**src/rtl/seg_pkg.sv**
```systemverilog
// Shared constants for the 7-segment scan driver: segment bit positions and the hex glyph table.
package seg_pkg;

   localparam int SEG_W  = 8;
   localparam int SEG_A  = 0;
   localparam int SEG_B  = 1;
   localparam int SEG_C  = 2;
   localparam int SEG_D  = 3;
   localparam int SEG_E  = 4;
   localparam int SEG_F  = 5;
   localparam int SEG_G  = 6;
   localparam int SEG_DP = 7;

   typedef logic [SEG_W-1:0] seg_pattern_t;

   // Active-high {g,f,e,d,c,b,a} glyphs for 0..F (lower-case b and d)
   localparam logic [6:0] HEX_SEG [16] = '{
      7'h3F, 7'h06, 7'h5B, 7'h4F, 7'h66, 7'h6D, 7'h7D, 7'h07,
      7'h7F, 7'h6F, 7'h77, 7'h7C, 7'h39, 7'h5E, 7'h79, 7'h71
   };

endpackage

```
**src/rtl/seg_scan_display_if.sv**
```systemverilog
// Bundle of display data inputs and board-facing scan outputs for seg_scan_display.
interface seg_scan_display_if #(
   parameter int N_DIGITS = 8
);
   logic [4*N_DIGITS-1:0]      digits;
   logic [N_DIGITS-1:0]        en;
   logic [N_DIGITS-1:0]        en_point;
   logic [N_DIGITS-1:0]        blink;
   logic [3:0]                 brightness;
   logic [N_DIGITS-1:0]        seg_en;
   logic [seg_pkg::SEG_W-1:0]  seg_out;
   logic                       frame_start;

   modport master (
      output digits, en, en_point, blink, brightness,
      input  seg_en, seg_out, frame_start
   );

   modport slave (
      input  digits, en, en_point, blink, brightness,
      output seg_en, seg_out, frame_start
   );
endinterface

```
**src/rtl/seg_hex_decoder.sv**
```systemverilog
// Combinational hex digit plus decimal point to active-high 8-bit segment pattern.
module seg_hex_decoder
   import seg_pkg::*;
(
   input  logic [3:0]       value_i,
   input  logic             dp_i,
   output logic [SEG_W-1:0] pattern_o
);

   always_comb begin
      pattern_o               = '0;
      pattern_o[SEG_G:SEG_A]  = HEX_SEG[value_i];
      pattern_o[SEG_DP]       = dp_i;
   end

endmodule

```
**src/rtl/seg_scan_display.sv**
```systemverilog
// Time-multiplexed 7-segment scanner with blink, 16-level PWM brightness,
// a per-slot blanking gap and a once-per-frame input snapshot.
module seg_scan_display
   import seg_pkg::*;
#(
   parameter int N_DIGITS        = 8,
   parameter int TICKS_PER_DIGIT = 50000,
   parameter int BLANK_TICKS     = 500,
   parameter int BLINK_FRAMES    = 250,
   parameter bit SEG_ACTIVE_LOW  = 1'b1
) (
   input  logic               clk,
   input  logic               rst_n,
   seg_scan_display_if.slave  bus
);

   localparam int TICK_W  = $clog2(TICKS_PER_DIGIT);
   localparam int SLOT_W  = (N_DIGITS > 1) ? $clog2(N_DIGITS) : 1;
   localparam int FRAME_W = (BLINK_FRAMES > 1) ? $clog2(BLINK_FRAMES) : 1;
   localparam int WINDOW  = TICKS_PER_DIGIT - BLANK_TICKS;
   localparam int PROD_W  = $clog2(WINDOW * 15 + 1);
   localparam logic [SEG_W-1:0] SEG_OFF = SEG_ACTIVE_LOW ? {SEG_W{1'b1}} : {SEG_W{1'b0}};

   logic [TICK_W-1:0]     tick_q, tick_d;
   logic [SLOT_W-1:0]     slot_q, slot_d;
   logic [FRAME_W-1:0]    frameCnt_q, frameCnt_d;
   logic                  blinkPhase_q, blinkPhase_d;
   logic                  frameStart_q, frameStart_d;
   logic                  frameEnd;

   logic [4*N_DIGITS-1:0] digitsSnap_q;
   logic [N_DIGITS-1:0]   enSnap_q;
   logic [N_DIGITS-1:0]   pointSnap_q;
   logic [N_DIGITS-1:0]   blinkSnap_q;
   logic [3:0]            brightSnap_q;

   logic [N_DIGITS-1:0]   segEn_q, segEn_d;
   logic [SEG_W-1:0]      segOut_q, segOut_d;

   logic [3:0]            curDigit;
   logic                  curEn, curPoint, curBlink;
   logic [TICK_W-1:0]     tickOff;
   logic [PROD_W-1:0]     onTime, window;
   logic                  lit;
   seg_pattern_t          pattern;

   // The last tick of the last slot closes a frame: snapshot, frame_start and blink bookkeeping all key off it
   always_comb begin
      frameEnd     = (tick_q == TICK_W'(TICKS_PER_DIGIT - 1)) && (slot_q == SLOT_W'(N_DIGITS - 1));
      tick_d       = tick_q + TICK_W'(1);
      slot_d       = slot_q;
      frameCnt_d   = frameCnt_q;
      blinkPhase_d = blinkPhase_q;
      frameStart_d = frameEnd;
      if (tick_q == TICK_W'(TICKS_PER_DIGIT - 1)) begin
         tick_d = '0;
         slot_d = (slot_q == SLOT_W'(N_DIGITS - 1)) ? '0 : slot_q + SLOT_W'(1);
      end
      if (frameEnd) begin
         if (frameCnt_q == FRAME_W'(BLINK_FRAMES - 1)) begin
            frameCnt_d   = '0;
            blinkPhase_d = ~blinkPhase_q;
         end else begin
            frameCnt_d = frameCnt_q + FRAME_W'(1);
         end
      end
   end

   always_ff @(posedge clk or negedge rst_n) begin
      if (!rst_n) begin
         tick_q       <= '0;
         slot_q       <= '0;
         frameCnt_q   <= '0;
         blinkPhase_q <= 1'b0;
         frameStart_q <= 1'b0;
      end else begin
         tick_q       <= tick_d;
         slot_q       <= slot_d;
         frameCnt_q   <= frameCnt_d;
         blinkPhase_q <= blinkPhase_d;
         frameStart_q <= frameStart_d;
      end
   end

   always_ff @(posedge clk or negedge rst_n) begin
      if (!rst_n) begin
         digitsSnap_q <= '0;
         enSnap_q     <= '0;
         pointSnap_q  <= '0;
         blinkSnap_q  <= '0;
         brightSnap_q <= '0;
      end else if (frameEnd) begin
         digitsSnap_q <= bus.digits;
         enSnap_q     <= bus.en;
         pointSnap_q  <= bus.en_point;
         blinkSnap_q  <= bus.blink;
         brightSnap_q <= bus.brightness;
      end
   end

   // PWM compares tick offset against the window scaled by brightness/15 without a divider
   always_comb begin
      curDigit = '0;
      curEn    = 1'b0;
      curPoint = 1'b0;
      curBlink = 1'b0;
      for (int i = 0; i < N_DIGITS; i++) begin
         if (slot_q == SLOT_W'(i)) begin
            curDigit = digitsSnap_q[4*i +: 4];
            curEn    = enSnap_q[i];
            curPoint = pointSnap_q[i];
            curBlink = blinkSnap_q[i];
         end
      end
      tickOff = tick_q - TICK_W'(BLANK_TICKS);
      onTime  = PROD_W'(tickOff) * PROD_W'(15);
      window  = PROD_W'(WINDOW) * PROD_W'(brightSnap_q);
      lit     = (tick_q >= TICK_W'(BLANK_TICKS)) && (onTime < window)
                && curEn && !(curBlink && blinkPhase_q);
   end

   seg_hex_decoder u_decoder (
      .value_i   (curDigit),
      .dp_i      (curPoint),
      .pattern_o (pattern)
   );

   always_comb begin
      segEn_d  = '1;
      segOut_d = SEG_OFF;
      if (lit) begin
         for (int i = 0; i < N_DIGITS; i++) begin
            segEn_d[i] = (slot_q != SLOT_W'(i));
         end
         segOut_d = SEG_ACTIVE_LOW ? ~pattern : pattern;
      end
   end

   always_ff @(posedge clk or negedge rst_n) begin
      if (!rst_n) begin
         segEn_q  <= '1;
         segOut_q <= SEG_OFF;
      end else begin
         segEn_q  <= segEn_d;
         segOut_q <= segOut_d;
      end
   end

   assign bus.seg_en      = segEn_q;
   assign bus.seg_out     = segOut_q;
   assign bus.frame_start = frameStart_q;

endmodule

```
**src/flat_wrapper.sv**
```systemverilog
// flat-port wrapper written by rule: the top's interface ports become plain ports
module seg_scan_display_flat import seg_pkg::*;
#(
   parameter int N_DIGITS        = 8,
   parameter int TICKS_PER_DIGIT = 50000,
   parameter int BLANK_TICKS     = 500,
   parameter int BLINK_FRAMES    = 250,
   parameter bit SEG_ACTIVE_LOW  = 1'b1
)
  (clk, rst_n, bus_digits, bus_en, bus_en_point, bus_blink, bus_brightness, bus_seg_en, bus_seg_out, bus_frame_start);
  seg_scan_display_if #(.N_DIGITS(N_DIGITS)) bus_i ();
  input  logic clk;
  input  logic rst_n;
  input wire logic [$bits(bus_i.digits)-1:0] bus_digits;
  input wire logic [$bits(bus_i.en)-1:0] bus_en;
  input wire logic [$bits(bus_i.en_point)-1:0] bus_en_point;
  input wire logic [$bits(bus_i.blink)-1:0] bus_blink;
  input wire logic [$bits(bus_i.brightness)-1:0] bus_brightness;
  output wire logic [$bits(bus_i.seg_en)-1:0] bus_seg_en;
  output wire logic [$bits(bus_i.seg_out)-1:0] bus_seg_out;
  output wire logic [$bits(bus_i.frame_start)-1:0] bus_frame_start;
  assign bus_i.digits = bus_digits;
  assign bus_i.en = bus_en;
  assign bus_i.en_point = bus_en_point;
  assign bus_i.blink = bus_blink;
  assign bus_i.brightness = bus_brightness;
  assign bus_seg_en = bus_i.seg_en;
  assign bus_seg_out = bus_i.seg_out;
  assign bus_frame_start = bus_i.frame_start;
  seg_scan_display #(.N_DIGITS(N_DIGITS), .TICKS_PER_DIGIT(TICKS_PER_DIGIT), .BLANK_TICKS(BLANK_TICKS), .BLINK_FRAMES(BLINK_FRAMES), .SEG_ACTIVE_LOW(SEG_ACTIVE_LOW)) u_core (.clk(clk), .rst_n(rst_n), .bus(bus_i));
endmodule
```
**config.mk**
```make
export PLATFORM = sky130hd
export DESIGN_NAME = seg_scan_display_flat
export DESIGN_NICKNAME = d
export VERILOG_FILES = /design/src/rtl/seg_pkg.sv /design/src/rtl/seg_scan_display_if.sv /design/src/rtl/seg_hex_decoder.sv /design/src/rtl/seg_scan_display.sv /design/src/flat_wrapper.sv
export SDC_FILE = /design/constraint.sdc
export NUM_CORES = 1
export LEC_CHECK = 0
export ABC_AREA = 1
export CORE_MARGIN = 2
export CORE_UTILIZATION = 38
export CTS_CLUSTER_DIAMETER = 50
export DETAILED_ROUTE_END_ITERATION = 6
export PLACE_DENSITY = 0.65
export SETUP_SLACK_MARGIN = 0.3
export SYNTH_ARGS = -nofsm -noshare
export SYNTH_HDL_FRONTEND = slang
export SYNTH_SLANG_ARGS = --single-unit
```
**constraint.sdc**
```tcl
create_clock -name clk -period 5.9 [get_ports clk]
set_clock_uncertainty 0.15 [all_clocks]
set_input_delay 0.59 -clock clk [delete_from_list [all_inputs] [get_ports clk]]
set_output_delay 0.59 -clock clk [all_outputs]
set_load 0.01 [all_outputs]
```
==> results.yml <==
final_layout:
  fin_area_um2: 9813
  utilization_pct: 46.53
  layout-area-overhead-vs-synth_pct: 19.96
  layout_commonest_cell: "sky130_fd_sc_hd__nand2_1"
  layout_common_cells: "sky130_fd_sc_hd__nand2_1, sky130_fd_sc_hd__inv_1, sky130_fd_sc_hd__dfrtp_1"
  n_antenna_cell: 0
  layout.nets: 1318
  final_cell_count_no_fill: 1430
  layout-drive-gt1-share_pct: 10.22
clock_network:
  tritoncts: "done"
  tritoncts_num_sinks: 105
  ctsHtreeMaxLevel: 3
  clock-root-buffer: "sky130_fd_sc_hd__clkbuf_16"
  cts_made_buffers: 9
  clock_pin_slew_on_the_worst_setup_and_hold_paths_ns: 0.08
  clock_tree.buffer_depth: 2
  worstSkewPairLatency_ns: 0.35
  post_cts_hold_buffer_count: 0
place:
  post-place-cells: 1405
  place_congestion: 0.8400
  placedInstanceArea_um2: 9243
  placement.io_buffers: 78
  post-dp-hpwl_um: 14760
critical_path:
  critical_path_arrival_ns: 5.39
  reg2reg_to: "u_core.bus.seg_out[1]$_DFF_PN1_"
  reg2reg_setup_slack_ns: 0.64
  worstRegToRegCells: 28
  worst_ep_required_time_ns: 6.03
  cp-start-kind: "flip-flop"
  critical_path.most_common_cell: "sky130_fd_sc_hd__inv_1"
  r2r_start: "u_core.tick_q[2]$_DFF_PN0_"
  critical_path.slowest_cell: "sky130_fd_sc_hd__fa_1"
  start_to_end_type_of_the_worst_setup_path: "flip-flop to flip-flop"
  worstSetupEndpointType: "flip-flop"
  critPathMaxStageDelay_ns: 0.49
  critPathMaxFanout: 16
timing:
  fmax_mhz: 190.0
  hold_viol_final: 0
  max_slew_margin_pct: 50.63
  finalMaxSlewViolations: 0
  final_min_period_over_clock_period_pct: 89.19
  unrepaired_setup_endpoints_after_global_routing: "false"
  whs_ns: 0.09282
  worst_max_slew_pin_slew_ns: 0.7406
  setup-violations-final: 0
  min_period_ns: 5.262
  final.setup.tns_ns: 0
pwr:
  power_density_nw_per_um2: 147.4
  p_leak_nw: 4.756
  vdd_drop_max_v: 0.0001243
drt:
  routed_wl_um: 19080
  routedWlPerCell_um: 13.34
  drtAntennaViolNets: 0
  drtPass1Iterations: 5
  drt-vias-per-instance: 4.747
  drt_first_iter_violations: 354
  via_count: 6788
  route.detailed.drc: 0
yosys:
  ys_seq_elements: 105
  syn_nets: 1235
  yosys.area_share.simple_pct: 28.14
  post_synth_top_area_cell: "sky130_fd_sc_hd__dfrtp_1"
  synthFlopType: "sky130_fd_sc_hd__dfrtp_1"
  synthDominantCellAreaShare_pct: 27.23
  syn_area_um2: 8180
  syn_area_per_cell_um2: 7.667
  main_combinational_cell_family_by_area_after_synthesis: "simple AND/OR/NAND/NOR gates"
  synth-compound-area-share_pct: 6.393
  yosysSeqAreaShare_pct: 32.36
  ys_types: 58
  synth-xor-area-share_pct: 6.302
  adder_and_majority_cell_fraction_of_the_synthesized_area_pct: 18.38
  synth_enable_flop_cells: 0
  netlist_instances: 1067
  synth_top_cells_by_area: "sky130_fd_sc_hd__dfrtp_1, sky130_fd_sc_hd__nand2_1, sky130_fd_sc_hd__ha_1, sky130_fd_sc_hd__inv_1, sky130_fd_sc_hd__dfstp_2"
  post_synth_mux_area_share_pct: 0
  syn_warnings: 0
  fraction_of_registers_with_async_set_reset_pct: 100.0
global_route:
  grt_util_all_layers_pct: 17.26
  grt_pass1_wl_um: 31390
  grt_max_degree: 62
  gr-total-overflow: 0
  number_of_global_route_vias_before_repair: 6703
  initial_antenna_violation_count: 0
floorplan:
  die_width_um: 150.7
  placement_rows: 53
  core_ar_um2: 21090
  floorplan.initialDensity_pct: 38.79
  die-height_um: 150.7
  die_area_um2: 22720
  num_io_pins: 79
run:
  max_cap_violations: 0
outcome:
  status: "completed"
hold_path:
  classification_of_the_worst_slack_hold_path: "input pin to async pin"
## critical path, delay by kind of cell, from the launching register on
family                   cells  cell delay [ns]
flip-flops                   1             0.43
adder cells (fa/ha/maj)      5             1.65
XOR/XNOR                     3             0.57
AO/OA/AOI/OAI                7             1.11
buffers and inverters        5             0.44
AND/OR/NAND/NOR              8             0.83
## layout make-up
class | count | area, µm²
fill | 2081 | 11270
clock buffer | 10 | 239.0
clock inverter | 6 | 58.81
timing repair buffer | 92 | 908.4
sequential | 105 | 2653
tap | 275 | 344.1
inverter | 155 | 589.3
multi-input combinational | 787 | 5021
## worst max path at each step
stage	start	cells after the start	slack, ns	end
after global placement	u_core.tick_q[2]$_DFF_PN0_	30	0.27	u_core.bus.seg_out[0]$_DFF_PN1_
final	u_core.tick_q[2]$_DFF_PN0_	28	0.64	u_core.bus.seg_out[1]$_DFF_PN1_
after detailed placement	u_core.tick_q[2]$_DFF_PN0_	26	0.11	u_core.bus.seg_out[1]$_DFF_PN1_
after global routing	u_core.tick_q[2]$_DFF_PN0_	28	0.27	u_core.bus.seg_out[1]$_DFF_PN1_
after floorplan	u_core.tick_q[2]$_DFF_PN0_	29	0.76	u_core.bus.seg_out[6]$_DFF_PN1_
after CTS	u_core.tick_q[2]$_DFF_PN0_	29	0.31	u_core.bus.seg_out[1]$_DFF_PN1_
## report_power, final
part | switching [mW] | internal (mW) | total [mW]
combinational | 0.0614 | 0.0668 | 0.128
sequential | 0.00196 | 0.721 | 0.723
clock | 0.288 | 0.308 | 0.596
## what timing repair did
item,4_1_cts,5_1_grt
buffers inserted,1,8
pin swaps,0,4
resized for setup,0,39
endpoints found under the setup margin,16,16
## per-stage QoR
stage	worst slack, ns	power (mW)
finish	0.6377	1.447
global placement	0.2673	0.8631
floorplan	0.7559	0.7930
global route	0.2688	1.506
CTS	0.3075	1.460
detailed placement	0.1110	0.8654
## registers in the layout, indices dropped and copies added, names as in the netlist, 3 cells and up
name	count
u_core.slot_q	3
u_core.bus.seg_en	8
u_core.pointSnap_q	8
u_core.enSnap_q	8
u_core.blinkSnap_q	8
u_core.frameCnt_q	8
u_core.tick_q	16
u_core.brightSnap_q	4
u_core.digitsSnap_q	32
u_core.bus.seg_out	8
## kinds of logic after synthesis
group | Yosys count
adder cells (fa/ha/maj) | 108
XOR/XNOR | 55
buffers and inverters | 175
AO/OA/AOI/OAI | 88
flip-flops | 105
AND/OR/NAND/NOR | 536
## synthesized netlist by cell type (all sizes together) (3+ instances only)
cell type  number
o22ai           3
o21a            4
dfrtp          89
nor4            6
fa             21
o21ai          17
nor2           66
nand3          69
nor3           13
a21o            3
nand2         357
clkbuf          7
nand4          10
clkinv          3
xor2           39
ha             85
a21oi          48
or2            12
buf            13
xnor2          16
dfstp          16
inv           152
## layer usage
metal / share of wire [%] / GRT usage, % / routed length [µm]
met4: 1.3 / 4.813 / 240
met3: 3.7 / 2.273 / 699
met1: 47 / 23.39 / 8936
met2: 48 / 29.00 / 9205
met5: 0 / 0 / 0
(Power assumes the default switching activity.)
